--- src/rtl/prog_loader.sv ---
// Boot-time program loader: checks the ASRM header, streams the image into program memory and holds the CPU until done.
// Optional zero-fill of memory above the image is enabled by defining PROG_LOADER_CLEAR_EN.
module prog_loader #(
  parameter int ADDR_WIDTH = 7
) (
  input  logic                  clk,
  input  logic                  reset,
  input  logic                  start,
  input  logic [7:0]            in_data,
  input  logic                  in_valid,
  input  logic                  in_last,
  output logic                  in_ready,
  output logic [ADDR_WIDTH-1:0] mem_addr,
  output logic [7:0]            mem_data,
  output logic                  mem_write,
  output logic                  cpu_hold,
  output logic                  done,
  output logic                  error
);

  localparam logic [ADDR_WIDTH-1:0] ADDR_TOP = {ADDR_WIDTH{1'b1}};
  localparam logic [ADDR_WIDTH-1:0] ADDR_ONE = {{(ADDR_WIDTH-1){1'b0}}, 1'b1};

  typedef enum logic [2:0] {
    S_IDLE   = 3'd0,
    S_HEADER = 3'd1,
    S_LOAD   = 3'd2,
`ifdef PROG_LOADER_CLEAR_EN
    S_CLEAR  = 3'd3,
`endif
    S_DONE   = 3'd4,
    S_ERROR  = 3'd5
  } state_t;

  state_t                r_state;
  state_t                w_state_next;
  logic [ADDR_WIDTH-1:0] r_addr;
  logic [ADDR_WIDTH-1:0] r_mem_addr;
  logic [7:0]            r_mem_data;
  logic                  r_mem_write;
  logic                  r_done;
  logic [7:0]            w_magic;
  logic                  w_accept;
  logic                  w_match;
  logic                  w_at_top;

  always_comb begin
    case (r_addr[1:0])
      2'd0:    w_magic = 8'h41;
      2'd1:    w_magic = 8'h53;
      2'd2:    w_magic = 8'h52;
      default: w_magic = 8'h4D;
    endcase
  end

  assign w_accept = in_valid & in_ready;
  assign w_match  = (in_data == w_magic);
  assign w_at_top = (r_addr == ADDR_TOP);

  always_ff @(posedge clk) begin
    if (reset) r_state <= S_IDLE;
    else       r_state <= w_state_next;
  end

  always_comb begin
    w_state_next = r_state;
    case (r_state)
      S_IDLE: begin
        if (start) w_state_next = S_HEADER;
      end
      S_HEADER: begin
        if (w_accept) begin
          if (!w_match || in_last)   w_state_next = S_ERROR;
          else if (r_addr[1:0] == 2'd3) w_state_next = S_LOAD;
        end
      end
      S_LOAD: begin
        if (w_accept) begin
          if (in_last) begin
`ifdef PROG_LOADER_CLEAR_EN
            w_state_next = w_at_top ? S_DONE : S_CLEAR;
`else
            w_state_next = S_DONE;
`endif
          end else if (w_at_top) begin
            w_state_next = S_ERROR;
          end
        end
      end
`ifdef PROG_LOADER_CLEAR_EN
      S_CLEAR: begin
        if (w_at_top) w_state_next = S_DONE;
      end
`endif
      S_DONE: begin
        if (start) w_state_next = S_HEADER;
      end
      S_ERROR: w_state_next = S_ERROR;
      default: w_state_next = S_IDLE;
    endcase
  end

  always_comb begin
    in_ready = 1'b0;
    error    = 1'b0;
    done     = r_done;
    cpu_hold = ~r_done;
    case (r_state)
      S_HEADER, S_LOAD: in_ready = 1'b1;
      S_ERROR:          error    = 1'b1;
      default: ;
    endcase
  end

  // done lags DONE entry by one cycle so it follows the final registered write strobe
  always_ff @(posedge clk) begin
    if (reset) begin
      r_addr      <= '0;
      r_mem_addr  <= '0;
      r_mem_data  <= 8'h00;
      r_mem_write <= 1'b0;
      r_done      <= 1'b0;
    end else begin
      r_mem_write <= 1'b0;
      r_done      <= (r_state == S_DONE) && (w_state_next == S_DONE);
      case (r_state)
        S_IDLE, S_DONE: begin
          if (start) r_addr <= '0;
        end
        S_HEADER: begin
          if (w_accept && w_match) begin
            r_mem_write <= 1'b1;
            r_mem_addr  <= r_addr;
            r_mem_data  <= in_data;
            r_addr      <= r_addr + ADDR_ONE;
          end
        end
        S_LOAD: begin
          if (w_accept) begin
            r_mem_write <= 1'b1;
            r_mem_addr  <= r_addr;
            r_mem_data  <= in_data;
            if (!w_at_top) r_addr <= r_addr + ADDR_ONE;
          end
        end
`ifdef PROG_LOADER_CLEAR_EN
        S_CLEAR: begin
          r_mem_write <= 1'b1;
          r_mem_addr  <= r_addr;
          r_mem_data  <= 8'h00;
          if (!w_at_top) r_addr <= r_addr + ADDR_ONE;
        end
`endif
        default: ;
      endcase
    end
  end

  assign mem_addr  = r_mem_addr;
  assign mem_data  = r_mem_data;
  assign mem_write = r_mem_write;

endmodule

--- config.mk ---
export PLATFORM = sky130hd
export DESIGN_NAME = prog_loader
export DESIGN_NICKNAME = d
export VERILOG_FILES = /design/src/rtl/prog_loader.sv
export SDC_FILE = /design/constraint.sdc
export NUM_CORES = 1
export LEC_CHECK = 0
export BUFFER_PORTS_ARGS = -buffer_cell sky130_fd_sc_hd__buf_2
export CAP_MARGIN = 20
export CELL_PAD_IN_SITES_DETAIL_PLACEMENT = 0
export CELL_PAD_IN_SITES_GLOBAL_PLACEMENT = 2
export CORE_ASPECT_RATIO = 0.6
export CORE_MARGIN = 1
export CORE_UTILIZATION = 31
export DETAILED_ROUTE_END_ITERATION = 10
export GPL_TIMING_DRIVEN = 0
export PLACE_DENSITY = 0.8
export SLEW_MARGIN = 40
export SYNTH_ARGS = -nofsm -noshare
export SYNTH_HDL_FRONTEND = slang
export SYNTH_SLANG_ARGS = --single-unit
--- constraint.sdc ---
create_clock -name clk -period 2.8 [get_ports clk]
set_input_delay 0.14 -clock clk [delete_from_list [all_inputs] [get_ports clk]]
set_output_delay 0.14 -clock clk [all_outputs]
set_load 0.05 [all_outputs]
==> impl_metrics.toml, run 1 <==
[pwr]
sequentialPowerShare_pct = 56.2
leakage_nw = 0.636
p_sw_w = 0.000175
netSwitchingFraction_pct = 25.3
worst_ir_drop_vdd_mv = 0.253
clock_power_share_pct = 31.8
comb_power_share_pct = 12.0
p_int_w = 0.000517
power_density_mw_per_mm2 = 432

[synth]
synth_area_per_cell_um2 = 9.15
synth_cell_type_count = 42
synth_compound_area_share_pct = 16.7
ys_async_sr_fraction_pct = 0
ys_warn_count = 0
syn_area_mm2 = 0.00133
ys_seq_area_share_pct = 40.8
netlist_top_cells_area = "dfxtp_1, mux2i_1, nor2_1, a21oi_1, buf_6"
synthAdderAreaFrac_pct = 1.89
synth_xor_area_share_pct = 1.32
synth_top_flop_cell = "dfxtp_1"
yosys-mux-area-fraction_pct = 11.3
yosys.area_share.simple_pct = 21.7
synth_top_area_share_pct = 40.8
ys_seq_elements = 27
syn-num-nets = 160
synth_top_area_cell = "dfxtp_1"
synth_top_family_by_area = "simple AND/OR/NAND/NOR gates"
synth_edf_count = 0
netlist_instances = 145

[place]
hpwlAfterDp_um = 2410
place_congestion = 0.851
post-place-ws_ns = 0.474
port_buffers = 32

[grt]
grt_overflow_total = 0
grt_pass1_vias = 1096
grt_max_degree = 16
grt_pass1_wl_um = 5240
grt_usage_pct = 15.2
antenna_found_initial = 0

[floorplan]
die-area_mm2 = 0.00455
start_util_pct = 34.3
core_area_mm2 = 0.00387
std_cell_rows = 17
die_h_um = 52.7
num_io_pins = 33
dieWidth_um = 86.4

[timing]
min_period_ns = 2.30
hold_viol_final = 0
max_slew_margin_pct = 56.3
setup_tns_ns = 0
post-route-period-util_pct = 82.3
setup_ws_ns = 0.496
finClkSkew_ns = 0.00707
rsz0062_at_grt = "false"
max_freq_ghz = 0.434
slew_violations = 0
finalSetupViolations = 0
worst_pin_slew_ns = 0.648

[clock_tree]
postCtsSetupBuffers = 0
clockBufferDepth = 2
clock-sinks = 27
cts_tree = "done"
clk_pin_slew_ns = 0.09
clock_latency_ns = 0.27
postCtsHoldBufs = 0
cts_made_buffers = 3
post_cts_resized = 0
root_buffer = "clkbuf_8"
htreeDepth = 1

[routing]
firstDrtPassIters = 4
num_vias = 1151
wl_per_cell_um = 12.9
ant_nets = 0
wl_um = 3070
drcViolationCount = 0
drt_iter0_drc = 57
via_per_inst = 4.84

[cells_and_area]
layout-drive-gt1-share_pct = 26.5
area_growth_pct = 20.9
layout_commonest_cell = "buf_2"
fillers = 412
final_cell_mix = "buf_2, dfxtp_1, nor2_1"
num_antenna_cells = 0
layout.nets = 197
final-seq-area_um2 = 541
multi_input_area_um2 = 702

[setup_path]
cp.required_ns = 2.95
path_class = "reg -> reg"
start_kind = "flip-flop"
crit_arrival_ns = 2.45
end_kind = "flip-flop"
cp_max_fo = 10

[outcome]
status = "finished, final reports clean"

[job]
maxCapViolCount = 0

[worst_hold_path]
hold_path.class = "in -> reg"
==> kinds of logic (layout without fill, tap and decap cells) <==
kind of cell               after synthesis  count (layout)
and+or+nand+nor                         53              53
buffers and inverters                   14              50
AOI/OAI and AO/OA                       32              32
xor gates and xnor gates                 2               2
DFF                                     27              27
adders and majority gates                2               2
muxes                                   15              15
==> metal layers <==
layer | GRT usage (%) | vias up | wire (µm)
met5 | 0 | - | 0
met4 | 3.33 | 0 | 14
met3 | 4.72 | 2 | 144
met2 | 23.8 | 26 | 1300
met1 | 20.4 | 531 | 1610
li1 | - | 592 | -
==> worst max-delay path, stage by stage (launching register included) <==
cell and delay (ns):
dfxtp_1 0.44, ha_1 0.32, and3_1 0.19, o2111a_1 0.29, a32o_2 0.19, buf_2 0.23, buf_4 0.26, mux2i_1 0.21
nor2_1 0.05
==> power groups by stage <==
stage	Clock (W)	Sequential, W	Combinational (W)
detailed placement	0	0.000398	0.0000825
global route	0.000251	0.000390	0.0000921
global placement	0	0.000398	0.0000829
CTS	0.000231	0.000389	0.0000829
finish	0.000220	0.000389	0.0000832
floorplan	0	0.000399	0.0000550
==> synth_stat cells, drive strengths merged, types with 3 or more instances <==
cell and number:
or4 3, o21ai 4, nor3b 3, o211ai 3
and2 3, o31ai 3, a21oi 10, nor2 21
inv 6, buf 6, mux2i 15, dfxtp 27
nand2 8, nand3 3
==> path summary, 6_finish.rpt <==
kind                                                from                        to  slack, ns  depth (start not counted)
worst min-delay path                               start           done$_SDFF_PP0_       0.06                          2
worst max register to register    r_addr[0]$_SDFFE_PP0P_  mem_data[6]$_SDFFE_PP0P_       0.50                          8
worst min register to register  mem_addr[3]$_SDFFE_PP0P_  mem_addr[3]$_SDFFE_PP0P_       0.49                          2
worst max-delay path              r_addr[0]$_SDFFE_PP0P_  mem_data[6]$_SDFFE_PP0P_       0.50                          8
==> flip-flops by register name (all words and copies together), names as in the netlist <==
signal / cells
mem_data: 8
mem_addr: 7
r_addr: 7
r_state: 3
done: 1
mem_write: 1
==> cell type report <==
type	count	share of cell area, %
Buffer	8	3.82
Timing Repair Buffer	32	9.98
Sequential cell	27	33.7
Clock buffer	3	2.57
Clock inverter	1	0.312
Inverter	6	1.40
Tap cell	57	4.45
Multi-Input combinational cell	104	43.8
==> per-stage QoR <==
step	std cells	cell area (µm²)	power, W	hold slack (ns)	util (%)
global route	238	1600	0.000732	0.0560	41.4
global placement	234	1560	0.000481	0.340	40.2
CTS	238	1600	0.000703	0.0495	41.4
floorplan	145	1330	0.000454	0.218	-
detailed placement	234	1560	0.000481	0.346	40.2
finish	238	1600	0.000692	0.0583	41.4
No activity file was read; power rests on OpenSTA's default activity.
==> inputs of run 2 (changes only) <==
--- a/config.mk
+++ b/config.mk
@@ -11,10 +11,10 @@
 export CELL_PAD_IN_SITES_GLOBAL_PLACEMENT = 2
 export CORE_ASPECT_RATIO = 0.6
 export CORE_MARGIN = 1
-export CORE_UTILIZATION = 31
+export CORE_UTILIZATION = 28
 export DETAILED_ROUTE_END_ITERATION = 10
 export GPL_TIMING_DRIVEN = 0
-export PLACE_DENSITY = 0.8
+export PLACE_DENSITY = 0.76
 export SLEW_MARGIN = 40
 export SYNTH_ARGS = -nofsm -noshare
 export SYNTH_HDL_FRONTEND = slang
==> constraint.sdc (replaced) <==
create_clock -name clk -period 2.1 [get_ports clk]
set_input_delay 0.105 -clock clk [delete_from_list [all_inputs] [get_ports clk]]
set_output_delay 0.105 -clock clk [all_outputs]
set_load 0.05 [all_outputs]
==> run 2 against run 1 <==
Against the previous run: fmax increased by 15%; count of clock-buffer cells in the layout did not move; sequential cell count did not move; critical path depth is 1 lower; critical endpoint is now r_addr[3]$_SDFFE_PP0P_; largest cell class unchanged.
==> impl_metrics.toml, run 2 (synthesis gave the netlist of run 1 again) <==
[place]
place_congestion = 0.831
port_buffers = 32
hpwlAfterDp_um = 2450
post-place-ws_ns = -0.227

[routing]
ant_nets = 0
drcViolationCount = 0
firstDrtPassIters = 4
drt_iter0_drc = 72
via_per_inst = 4.78
wl_per_cell_um = 13.1
wl_um = 3150
num_vias = 1151

[grt]
grt_usage_pct = 12.4
grt_max_degree = 16
grt_overflow_total = 0
antenna_found_initial = 0
grt_pass1_vias = 1013
grt_pass1_wl_um = 4880

[cells_and_area]
layout.nets = 197
num_antenna_cells = 0
layout_commonest_cell = "buf_2"
final_cell_mix = "buf_2, dfxtp_1, nor2_1"
fillers = 458
largest_reg_flops = 8
layout-drive-gt1-share_pct = 30.4
area_growth_pct = 25.4

[pwr]
worst_ir_drop_vdd_mv = 0.295
leakage_nw = 0.633
power_density_mw_per_mm2 = 556

[timing]
setup_tns_ns = 0
hold_viol_final = 0
finClkSkew_ns = 0.00250
post-route-period-util_pct = 95.5
worst_pin_slew_ns = 0.755
max_freq_ghz = 0.499
min_period_ns = 2.00
max_slew_margin_pct = 49.1
slew_violations = 0
finalSetupViolations = 0
setup_ws_ns = 0.0951

[clock_tree]
htreeDepth = 1
root_buffer = "clkbuf_8"
clk_pin_slew_ns = 0.09
cts_made_buffers = 3
postCtsSetupBuffers = 0
clock_latency_ns = 0.27
clock-sinks = 27
cts_tree = "done"
clockBufferDepth = 2

[worst_hold_path]
hold_path.class = "in -> reg"
min-delay-start = "start"

[setup_path]
cp_max_fo = 10
r2r_slack_ns = 0.1
cp.required_ns = 2.30
start_kind = "flip-flop"
r2r_start = "r_addr[1]$_SDFFE_PP0P_"
end_kind = "flip-flop"
path_class = "reg -> reg"
crit_arrival_ns = 2.21
critPathLaunch = "r_addr[1]$_SDFFE_PP0P_"

[floorplan]
die-area_mm2 = 0.00502
die_h_um = 55.3
std_cell_rows = 18
num_io_pins = 33
start_util_pct = 30.7
core_area_mm2 = 0.00432
dieWidth_um = 90.9

[outcome]
status = "finished, final reports clean"

[job]
maxCapViolCount = 0
==> run 2: changes by cell type in the layout (fill, tap and decap cells not counted) <==
cell      delta
a21oi_1      -1
a21oi_2      +1
buf_2        -1
buf_6        +1
dfxtp_1      -2
dfxtp_2      +1
dfxtp_4      +1
ha_1         -2
ha_4         +2
o2111a_1     -1
o2111a_2     +1
o22ai_1      -1
o22ai_4      +1
==> run 2: path summary, 6_finish.rpt <==
check	to	cells past startpoint
worst max register to register	r_addr[3]$_SDFFE_PP0P_	7
worst max-delay path	r_addr[3]$_SDFFE_PP0P_	7
worst min-delay path	done$_SDFF_PP0_	2
worst min register to register	mem_data[4]$_SDFFE_PP0P_	2
==> run 2: layer usage <==
layer / track usage, % / vias up / share of wire, %
li1: - / 596 / -
met2: 16.8 / 24 / 40
met3: 4.27 / 4 / 4.8
met5: 0 / - / 0
met4: 3.40 / 0 / 0.73
met1: 18.3 / 527 / 54
==> run 2: timing repair <==
action	CTS	global route
hold buffers	0	0
gates cloned	0	0
pin swaps	0	3
setup endpoints to repair	15	13
resized for setup	8	4
==> run 2: final cells by class <==
type,instances,area (µm²),area share (%)
plain buffers,8,67.6,4.06
clock buffers,3,41.3,2.48
well taps,60,75.1,4.51
multi-input cells,104,746,44.8
repair buffers,32,160,9.63
clock inverters,1,5.00,0.301
flip-flops and latches,27,546,32.8
inverters,6,22.5,1.35
==> run 2: power breakdown <==
| group | total (W) | switching [W] | internal, W |
|---|---|---|---|
| Clock | 0.000292 | 0.000159 | 0.000133 |
| Combinational | 0.000114 | 0.0000711 | 0.0000427 |
| Sequential | 0.000518 | 0.00000445 | 0.000514 |
| Total | 0.000924 | 0.000235 | 0.000689 |
==> run 2: stage by stage <==
stage	total power (W)	hold WS, ns	cells	util (%)	area (µm²)
finish	0.000924	0.00998	241	38.5	1660
global route	0.000978	0.000680	241	38.5	1660
CTS	0.000939	0.00696	241	37.8	1640
detailed placement	0.000642	0.305	237	36.1	1560
global placement	0.000640	0.302	237	36.1	1560
floorplan	0.000605	0.183	145	-	1330
==> run 2: worst max-delay path, stage by stage, from the launching register on <==
cell,delay [ns]
dfxtp_2,0.42
ha_4,0.20
and3_1,0.16
o2111a_2,0.26
a21oi_1,0.09
buf_4,0.18
or4_1,0.48
a21oi_2,0.14
